## src/rtl/univ_shift_register.sv

```systemverilog
// Universal shift register: hold/load/shift/rotate/asr, plus a
// multi-cycle burst shift with registered busy/done handshake.
// Ports:
//   clk, reset        clock, synchronous active-high reset
//   mode[2:0]         000 hold 001 load 010 shl 011 shr
//                     100 rotl 101 rotr 110 asr 111 hold
//   start, shift_amt  burst request and its length in steps
//   serial_in_l/_r    fill bits entering MSB (shr) / LSB (shl)
//   parallel_in       load data
//   parallel_out      register contents
//   serial_out_l/_r   MSB / LSB of parallel_out
//   busy, done        burst in progress / request complete pulse
module univ_shift_register #(
  parameter int WIDTH = 8,
  parameter int CNT_W = $clog2(WIDTH) + 1
) (
  input  logic             clk,
  input  logic             reset,
  input  logic [2:0]       mode,
  input  logic             start,
  input  logic [CNT_W-1:0] shift_amt,
  input  logic             serial_in_l,
  input  logic             serial_in_r,
  input  logic [WIDTH-1:0] parallel_in,
  output logic [WIDTH-1:0] parallel_out,
  output logic             serial_out_l,
  output logic             serial_out_r,
  output logic             busy,
  output logic             done
);

  localparam logic [2:0] M_LOAD = 3'b001;
  localparam logic [2:0] M_SHL  = 3'b010;
  localparam logic [2:0] M_SHR  = 3'b011;
  localparam logic [2:0] M_ROTL = 3'b100;
  localparam logic [2:0] M_ROTR = 3'b101;
  localparam logic [2:0] M_ASR  = 3'b110;

  typedef enum logic {IDLE, BURST} state_t;

  state_t           state_q;
  logic [WIDTH-1:0] data_q;
  logic [WIDTH-1:0] step_d;
  logic [CNT_W-1:0] cnt_q;
  logic [2:0]       burst_mode_q;
  logic [2:0]       step_mode;
  logic             busy_q;
  logic             done_q;
  logic             is_shift;

  function automatic logic [WIDTH-1:0] step_op(
    input logic [2:0]       op,
    input logic [WIDTH-1:0] q,
    input logic             sl,
    input logic             sr
  );
    logic [WIDTH-1:0] r;
    r = q;
    unique case (op)
      M_SHL:   r = {q[WIDTH-2:0], sr};
      M_SHR:   r = {sl, q[WIDTH-1:1]};
      M_ROTL:  r = {q[WIDTH-2:0], q[WIDTH-1]};
      M_ROTR:  r = {q[0], q[WIDTH-1:1]};
      M_ASR:   r = {q[WIDTH-1], q[WIDTH-1:1]};
      default: r = q;
    endcase
    return r;
  endfunction

  // During a burst the latched mode drives the step, not the live input.
  always_comb begin
    step_mode = (state_q == BURST) ? burst_mode_q : mode;
    step_d    = step_op(step_mode, data_q, serial_in_l, serial_in_r);
    is_shift  = (mode >= M_SHL) && (mode <= M_ASR);
  end

  always_ff @(posedge clk) begin
    if (reset) begin
      state_q      <= IDLE;
      data_q       <= '0;
      cnt_q        <= '0;
      burst_mode_q <= '0;
      busy_q       <= 1'b0;
      done_q       <= 1'b0;
    end else begin
      done_q <= 1'b0;
      unique case (state_q)
        IDLE: begin
          if (start) begin
            if (is_shift && (shift_amt != '0)) begin
              burst_mode_q <= mode;
              cnt_q        <= shift_amt;
              busy_q       <= 1'b1;
              state_q      <= BURST;
            end else begin
              // Zero-length request: acknowledge only.
              done_q <= 1'b1;
            end
          end else if (mode == M_LOAD) begin
            data_q <= parallel_in;
          end else if (is_shift) begin
            data_q <= step_d;
          end
        end
        BURST: begin
          data_q <= step_d;
          cnt_q  <= cnt_q - CNT_W'(1);
          if (cnt_q == CNT_W'(1)) begin
            state_q <= IDLE;
            busy_q  <= 1'b0;
            done_q  <= 1'b1;
          end
        end
        default: state_q <= IDLE;
      endcase
    end
  end

  assign parallel_out = data_q;
  assign serial_out_l = data_q[WIDTH-1];
  assign serial_out_r = data_q[0];
  assign busy         = busy_q;
  assign done         = done_q;

endmodule

```

## config.mk

```make
export PLATFORM = sky130hd
export DESIGN_NAME = univ_shift_register
export DESIGN_NICKNAME = d
export VERILOG_FILES = /design/src/rtl/univ_shift_register.sv
export SDC_FILE = /design/constraint.sdc
export NUM_CORES = 1
export LEC_CHECK = 0
export ABC_CLOCK_PERIOD_IN_PS = 1700
export CAP_MARGIN = 20
export CORE_ASPECT_RATIO = 1.75
export CORE_MARGIN = 2
export CORE_UTILIZATION = 44
export DETAILED_ROUTE_END_ITERATION = 6
export HOLD_SLACK_MARGIN = 0.03
export PLACE_DENSITY_LB_ADDON = 0.25
export SYNTH_ARGS = -nofsm -noshare
export SYNTH_HDL_FRONTEND = slang
export SYNTH_SLANG_ARGS = --single-unit
```

## constraint.sdc

```tcl
create_clock -name clk -period 1.7 [get_ports clk]
set_clock_uncertainty 0.05 [all_clocks]
set_input_delay 0.34 -clock clk [delete_from_list [all_inputs] [get_ports clk]]
set_output_delay 0.34 -clock clk [all_outputs]
set_load 0.03 [all_outputs]
```

Yosys cells after proc, flatten, opt, wreduce, memory -nomap -nowiden. Index checks and enable logic that the tools add are counted.

Add/sub/neg operators: 1. $mul: 0. Divide/modulo/power cells: 0. Order comparisons: 2. Eq/ne operators: 12. Shift operators: 0. Muxes and demuxes: 21. Bitwise operators: 1. Reductions and logical operators: 7.

Operators with widths (number): $pmux 8 s5 (1); $mux 8 (3); $pmux 8 s2 (1); $eq 3x3->1 const B (3); $mux 1 (9); $mux 4 (2); $pmux 4 s2 (1); $eq 3x2->1 const B (2); $ne 2x2->1 const B (3); $pmux 1 s2 (3); $reduce_and 3->1 (2); $eq 4x1->1 const B (1); $reduce_and 2->1 (2); $reduce_bool 4->1 (1); $sub 4x1->4 const B (1); $eq 3x1->1 const B (1); $ge 3x2->1 const B (1); $le 3x3->1 const B (1); $mux 3 (1); $ne 3x3->1 const B (1); $logic_and 1x1->1 (2); $ne 2x1->1 const B (1); $not 1->1 (1).

Register bits: 18. Latch bits: 0. RAM bits: 0. ROM bits: 0. Input bits: 20. Output and inout port bits: 12. Memories kept: 0.

Longest topological paths before layout. Gate-level depths: netlist of run 1.

Word-level depth: 7. Mapped depth: 7. Mapped depth without buffers: 5.

Least setup slack after synthesis of run 1. Ideal clock, no wire load.

Path type: register -> register. From: register state_q. To: register data_q[1], in the netlist parallel_out[1]. Arrival: 1.467 ns. Path slack: 0.060 ns. Stages on the path, launching flop included: 7. Buffers on the path: 1. Clock period less this slack: 1.640 ns. Cells stage by stage: dfxtp_1 > mux2i_2 > buf_6 > mux2i_1 > nor2_1 > a221oi_1 > o2bb2ai_1.

Cells in the longest elaborated chain, start to end: 7. Elaborated cells between the ends (all ways): 15. Those cells by class: 7 x eq/ne; 6 x mux; 1 x bitwise; 1 x reduce/logical.

Ends and longest elaborated chain: start, declared (line 41) `state_t state_q;`; start signal, assigned (line 79) `state_q <= IDLE;`; start signal, assigned (line 94) `state_q <= BURST;`; start signal, assigned (line 109) `state_q <= IDLE;`; $mux 3 (line 72) `step_mode = (state_q == BURST) ? burst_mode_q : mode;`; $eq 3x3->1 or $eq 3x2->1 (tied branches) (line 59) `unique case (op)`; $pmux 8 s5 (line 59); $mux 8 (line 101) `end else if (is_shift) begin`; $mux 8 (line 99) `end else if (mode == M_LOAD) begin`; $mux 8 (line 89) `if (start) begin`; $pmux 8 s2 (line 87) `unique case (state_q)`; end signal, assigned (line 100) `data_q <= parallel_in;`; end signal, assigned (line 102) `data_q <= step_d;`; end signal, assigned (line 106) `data_q <= step_d;`; end, declared (line 42) `logic [WIDTH-1:0] data_q;`.

Several ways; a longest one is shown, not always the timed one. The select of a mux whose other input is x is not followed. A chain may end at the register's enable or synchronous reset.

Worst setup path after layout of run 1.
From: register busy_q, in the netlist busy. To: output port busy.

RTL lines: start, declared (line 47) `logic busy_q;`; start signal, assigned (line 83) `busy_q <= 1'b0;`; start signal, assigned (line 93) `busy_q <= 1'b1;`; start signal, assigned (line 110) `busy_q <= 1'b0;`; end, declared (line 28) `output logic busy,`.

No word-level cell between the ends.

==> key figures, run 1 <==
Setup path
  – R2R depth: 8
  – Cell family with most CP delay: buffers and inverters
  – Crit-path max FO: 2
  – CP Class: reg -> out
  – Critical path buffer and inverter count: 1
  – R2R Path End: parallel_out[0]
  – Slowest cell on crit path: clkdlybuf4s50_1
  – Critical path data required time: 1.31 ns
  – Type of origin of the critical path: register
  – Worst path arrival time: 1.26 ns
  – Launching point of the worst reg2reg path: state_q
  – Flop-to-flop setup slack: 0.11 ns
  – Worst Setup End Kind: output pin
  – Critical path, cell by cell: clkdlybuf4s50_1
  – Worst path max stage delay: 0.66 ns

CTS
  – CTS Sinks: 18
  – Cts bufs inserted: 3
  – Clock root buffer: clkbuf_8
  – Hold-fix buffer count after cts: 0
  – Clock transition at path regs: 0.07 ns
  – Max Buffers Root-to-Sink: 2
  – CTS tree: done
  – H-tree Lvls: 1
  – Clk Latency, worst-skew pair: 0.27 ns

Route
  – WL per Instance: 17.4 um
  – TritonRoute pass-1 iters: 4
  – Vias: 1264
  – DRC viols: 0
  – Vias per std cell: 5.93
  – Post-route ant nets: 0
  – Routed WL: 3710 um
  – Iter 0 DRT Violations: 28

Floorplan
  – Die area: between 0.003 and 0.004 mm^2
  – Die height: 74.7 um
  – Rows: 25
  – IO Count: 32
  – Chip width: 44.4 um
  – Initial core utilization: between 40% and 50%
  – Core region area: 0.00272 mm^2

Finish
  – # fillers: approximately 240
  – Share of cells above drive strength 1: around 31%
  – Register area: 362 um^2
  – Synthesis-to-layout area growth: 46.9%
  – Multi-input combinational cell area: 857 um^2
  – N_diodes: 0
  – Final core utilization: 67.9%
  – Nets@finish: 210

Power and ir drop
  – Max VDD drop: 0.498 mV
  – P_leak: 0.797 nW
  – Pwr Density: 687 mW/mm^2
  – Overall power: 1.27 mW

Placement
  – GPL Wtd Cong: 0.935
  – Port-buffer cells: 31
  – DP Wirelength: 2810 um

Logic synthesis
  – Syn nets: 154
  – Synth Warn #: 0
  – Synth top area share: 28.7%
  – Async set or reset register ratio after synthesis: 0%
  – Sequential area share after synthesis: 28.7%
  – Synth area leader: dfxtp_1
  – Synth Flop Type: dfxtp_1
  – EDFF count, synth: 0
  – Most common cell in the synthesized netlist: dfxtp_1
  – Top post-synthesis cells by area: dfxtp_1 (29%), mux2i_1 (10%), nor2_1 (4.5%)
  – Post-Syn Area: roughly 0.0013 mm^2
  – Yosys cell types: 47
  – Synthesized flop and latch total: 18
  – Syn_area_per_cell: between 9 and 10 um^2
  – Leading post-synthesis cells by instance count: dfxtp_1 (18), nor2_1 (15), mux2i_1 (13)
  – Syn Inst Count: 132

Hold path
  – Worst Hold Class: reg -> reg
  – Worst hold stages: 1
  – Hold Crit Endpoint: busy
  – Worst hold path startpoint: busy

Global route
  – First-pass GRT wire length: around 6000 um
  – GRT Overall Usage: 25.0%
  – Initial antenna violation count: 0
  – Total grt overflow: 0
  – Maximum number of pins on one net before global-route repair: 14
  – Number of global-route vias before repair: 1355

Timing
  – Final-report max-slew violation count: 0
  – Final Hold Fails: 0
  – Final Setup Violations: 0
  – Part of the cycle the worst path needs: 97.3%
  – RSZ-0062 raised after global routing: true
  – Max_slew headroom: 79.0%
  – Final min period: 1.65 ns
  – Actual slew at the worst max-slew pin: between 0.3 and 0.4 ns
  – FMAX: 605 MHz

Run
  – Max Cap Violations: 0

Status
  – Status: complete, no violations
## worst max-delay path by stage
stage,from,to,slack (ns),depth (start not counted)
after floorplan,state_q,parallel_out[1],0.06,6
after global placement,mode[1],parallel_out[7],-0.41,7
after detailed placement,mode[1],parallel_out[5],-0.51,7
after CTS,state_q,parallel_out[5],0.03,6
after global routing,state_q,parallel_out[5],-0.004,7
final,busy,busy,0.05,1
## power breakdown
part	internal, mW	leakage [nW]	switching [mW]
sequential	0.452	0.147	0.0303
combinational	0.234	0.628	0.230
clock	0.158	0.0216	0.163
## state kept, by name, indices dropped and copies added, names as in the netlist
register / count
done: 1
cnt_q: 4
burst_mode_q: 3
busy: 1
state_q: 1
parallel_out: 8
## layer usage
layer | track usage [%] | vias up | wire length [um]
met5 | 0 | - | 0
met4 | 15.5 | 0 | 157
met3 | 2.40 | 15 | 112
met2 | 49.5 | 41 | 2140
met1 | 23.0 | 606 | 1300
li1 | - | 602 | -
## logic make-up (layout without fill, tap and decap cells)
group / count (synthesis) / count (layout) / share of synthesized area [%]
and+or+nand+nor: 44 / 44 / 22.4
AOI/OAI and AO/OA: 34 / 34 / 21.9
DFF: 18 / 18 / 28.7
muxes: 17 / 17 / 15.3
buffers and inverters: 14 / 68 / 7.66
xor gates and xnor gates: 3 / 3 / 2.09
adders and majority gates: 2 / 2 / 1.99
## area by class of cell
type	instances	share of cell area, %
Inverter	6	1.36
Timing Repair Buffer	59	28.6
Clock buffer	3	2.24
Tap cell	27	1.83
Multi-Input combinational cell	100	46.4
Sequential cell	18	19.6
## placed cells by master (no fill, tap or decap), types with 2 or more instances in the layout
cell / count
a211oi_1: 3
a21oi_1: 3
a221oi_2: 4
a31oi_1: 4
buf_12: 2
buf_4: 26
clkbuf_8: 3
clkdlybuf4s50_1: 14
dfxtp_1: 17
dlygate4sd2_1: 16
ha_1: 2
inv_1: 5
mux2i_1: 13
nand2_1: 4
nand3_1: 5
nand3b_1: 4
nand4_1: 2
nor2_1: 15
nor3_2: 2
o21a_1: 2
o2bb2ai_1: 5
o32ai_2: 2
or4_4: 2
xor2_1: 2
## through the flow
stage / instances / area (um^2) / worst slack (ns) / hold WS (ns) / setup TNS (ns)
global placement: 206 / 1720 / -0.409 / 0.400 / -5.35
detailed placement: 206 / 1720 / -0.509 / 0.425 / -6.10
global route: 213 / 1850 / -0.00432 / 0.441 / -0.00432
finish: 213 / 1850 / 0.0467 / 0.430 / 0
floorplan: 132 / 1260 / 0.0599 / 0.429 / 0
CTS: 212 / 1810 / 0.0316 / 0.441 / 0
## timing repair
action,4_1_cts,5_1_grt
gates cloned,0,0
pin swaps,5,1
setup buffers,3,1
setup endpoints to repair,24,7
gates resized for setup,20,6
Note: power is estimated with default switching activity, not from simulation.
==> run 2: changes to the inputs <==
Settings changed: CORE_MARGIN 2 to 5, SETUP_SLACK_MARGIN from default to 0.05.
==> key figures, run 2 (synthesized netlist as in run 1, its figures left out) <==
Status
  – Status: complete, no violations

Floorplan
  – IO Count: 32 (unchanged)
  – Chip width: 50.4 um (+14%)
  – Die height: 80.7 um (+8.0%)
  – Rows: 25 (unchanged)
  – Initial core utilization: 46.2% (unchanged)
  – Die area: 0.00407 mm^2 (+23%)
  – Core region area: 0.00272 mm^2 (unchanged)

Route
  – Vias: 1254 (-0.79%)
  – Iter 0 DRT Violations: 33 (+18%)
  – WL per Instance: 18.7 um (+7.2%)
  – Post-route ant nets: 0 (unchanged)
  – Vias per std cell: 5.92 (-0.32%)
  – Routed WL: 3960 um (+6.7%)
  – DRC viols: 0 (unchanged)
  – TritonRoute pass-1 iters: 4 (unchanged)

Timing
  – FMAX: 622 MHz (+2.9%)
  – RSZ-0062 raised after global routing: true
  – Max_slew headroom: 62.2% (-17 points)
  – Part of the cycle the worst path needs: 94.5% (-2.7 points)
  – Final Setup Violations: 0 (unchanged)
  – Final-report max-slew violation count: 0 (unchanged)
  – Final min period: 1.61 ns (-0.0463 ns)
  – Total negative slack: 0 ns (unchanged)
  – Actual slew at the worst max-slew pin: 0.558 ns (+0.244 ns)
  – Final Hold Fails: 0 (unchanged)

Setup path
  – Critical path data required time: 1.80 ns (+0.49 ns)
  – Critical path, cell by cell: buf_6 > mux2i_1 > buf_4 > a21oi_2 > buf_4 > a221oi_2 > o2bb2ai_1
  – Slowest cell on crit path: dfxtp_4
  – CP Class: reg -> reg
  – Crit-path max FO: 6 (+4)
  – Worst Setup End Kind: register
  – Crit path depth: 7 (+6)
  – Most common cell on crit path: buf_4
  – Critical path buffer and inverter count: 3 (+2)
  – Cell family with most CP delay: buffers and inverters
  – Worst path max stage delay: 0.41 ns (-0.25 ns)
  – Type of origin of the critical path: register
  – R2R depth: 7 (-1)
  – Worst path arrival time: 1.71 ns (+0.45 ns)

Finish
  – Most frequent cells in the layout: buf_4 (21), dlygate4sd2_1 (18), dfxtp_1 (17)
  – # fillers: 233 (-0.85%)
  – Multi-input combinational cell area: 875 um^2 (+2.0%)
  – Register area: 364 um^2 (+0.69%)
  – Synthesis-to-layout area growth: 50.0%
  – N_diodes: 0 (unchanged)
  – Share of cells above drive strength 1: 33.5% (+2.3 points)
  – Most common cell after layout, fill and taps aside: buf_4
  – Nets@finish: 209 (-0.48%)
  – Cell area after layout: 0.00189 mm^2 (+2.1%)
  – Max reg flops: 8 (unchanged)

Run
  – Max Cap Violations: 0 (unchanged)

CTS
  – CTS tree: done
  – Max Buffers Root-to-Sink: 2 (unchanged)
  – Clock root buffer: clkbuf_8
  – Cts bufs inserted: 3 (unchanged)
  – Clk Latency, worst-skew pair: 0.26 ns (about the same)
  – CTS Sinks: 18 (unchanged)
  – H-tree Lvls: 1 (unchanged)
  – Clock transition at path regs: 0.07 ns (about the same)

Global route
  – Grt peak-use layer: met2
  – Maximum number of pins on one net before global-route repair: 14 (unchanged)
  – GR Util met2: 38.9% (-11 points)
  – First-pass GRT wire length: 6140 um (+2.0%)
  – Initial antenna violation count: 0 (unchanged)
  – Number of global-route vias before repair: 1348 (-0.52%)
  – Total grt overflow: 0 (unchanged)
  – Global routing met1 resource utilization: 18.0% (-5.1 points)
  – GRT Overall Usage: 19.4% (-5.6 points)
  – GR Layer Usage met3: 2.97% (+0.57 points)

Power and ir drop
  – P_leak: 0.809 nW (+1.5%)
  – Pwr Density: 689 mW/mm^2 (+0.33%)
  – Max VDD drop: 0.543 mV (+9.1%)

Placement
  – Port-buffer cells: 31 (unchanged)
  – DP Wirelength: 2880 um (+2.6%)
  – Placed cell area: 0.00172 mm^2 (-0.44%)
  – GPL Wtd Cong: 0.847 (-9.4%)

Hold path
  – Worst Hold Class: reg -> reg
  – Worst hold stages: 1 (unchanged)
run 2: repair_timing:
action | CTS | global route
pin swaps | 6 | 5
resized for setup | 26 | 14
setup buffers | 0 | 4
hold buffers | 0 | 0
setup endpoints to repair | 27 | 11
run 2: final cells by class:
| type | count | share of cell area [%] |
|---|---|---|
| Inverter | 6 | 1.59 |
| Sequential cell | 18 | 19.3 |
| Multi-Input combinational cell | 100 | 46.4 |
| Tap cell | 27 | 1.79 |
| Timing Repair Buffer | 58 | 28.7 |
| Clock buffer | 3 | 2.19 |
run 2: worst paths after layout:
kind / from / endpoint / slack [ns]
setup reg to reg: state_q / parallel_out[4] / 0.09
hold / removal: busy / busy / 0.43
hold reg to reg: busy / busy / 0.43
setup / recovery: state_q / parallel_out[4] / 0.09
run 2: per-stage QoR:
step	hold WS (ns)	util [%]	setup slack [ns]	instances	total power, mW
3_5_place_dp	0.421	63.0	-0.402	205	0.931
2_1_floorplan	0.429	-	0.0599	132	0.758
3_3_place_gp	0.402	63.0	-0.367	205	0.920
6_report	0.426	69.3	0.0930	212	1.30
5_1_grt	0.442	69.3	0.0125	212	1.35
4_1_cts	0.432	64.7	0.0533	208	1.23
run 2: where the power goes:
part,internal [mW],total (mW),switching [mW]
Sequential,0.452,0.489,0.0379
Clock,0.158,0.322,0.164
Combinational,0.250,0.487,0.237
run 2: layer usage:
layer	routed length [um]	vias up
li1	-	601
met1	1450	599
met2	2210	41
met3	165	13
met4	135	0
met5	0	-
run 2: worst register-to-register path: stages, from the launching register on:
cell       delay (ns)
dfxtp_4          0.41
buf_6            0.12
mux2i_1          0.19
buf_4            0.17
a21oi_2          0.05
buf_4            0.17
a221oi_2         0.23
o2bb2ai_1        0.11
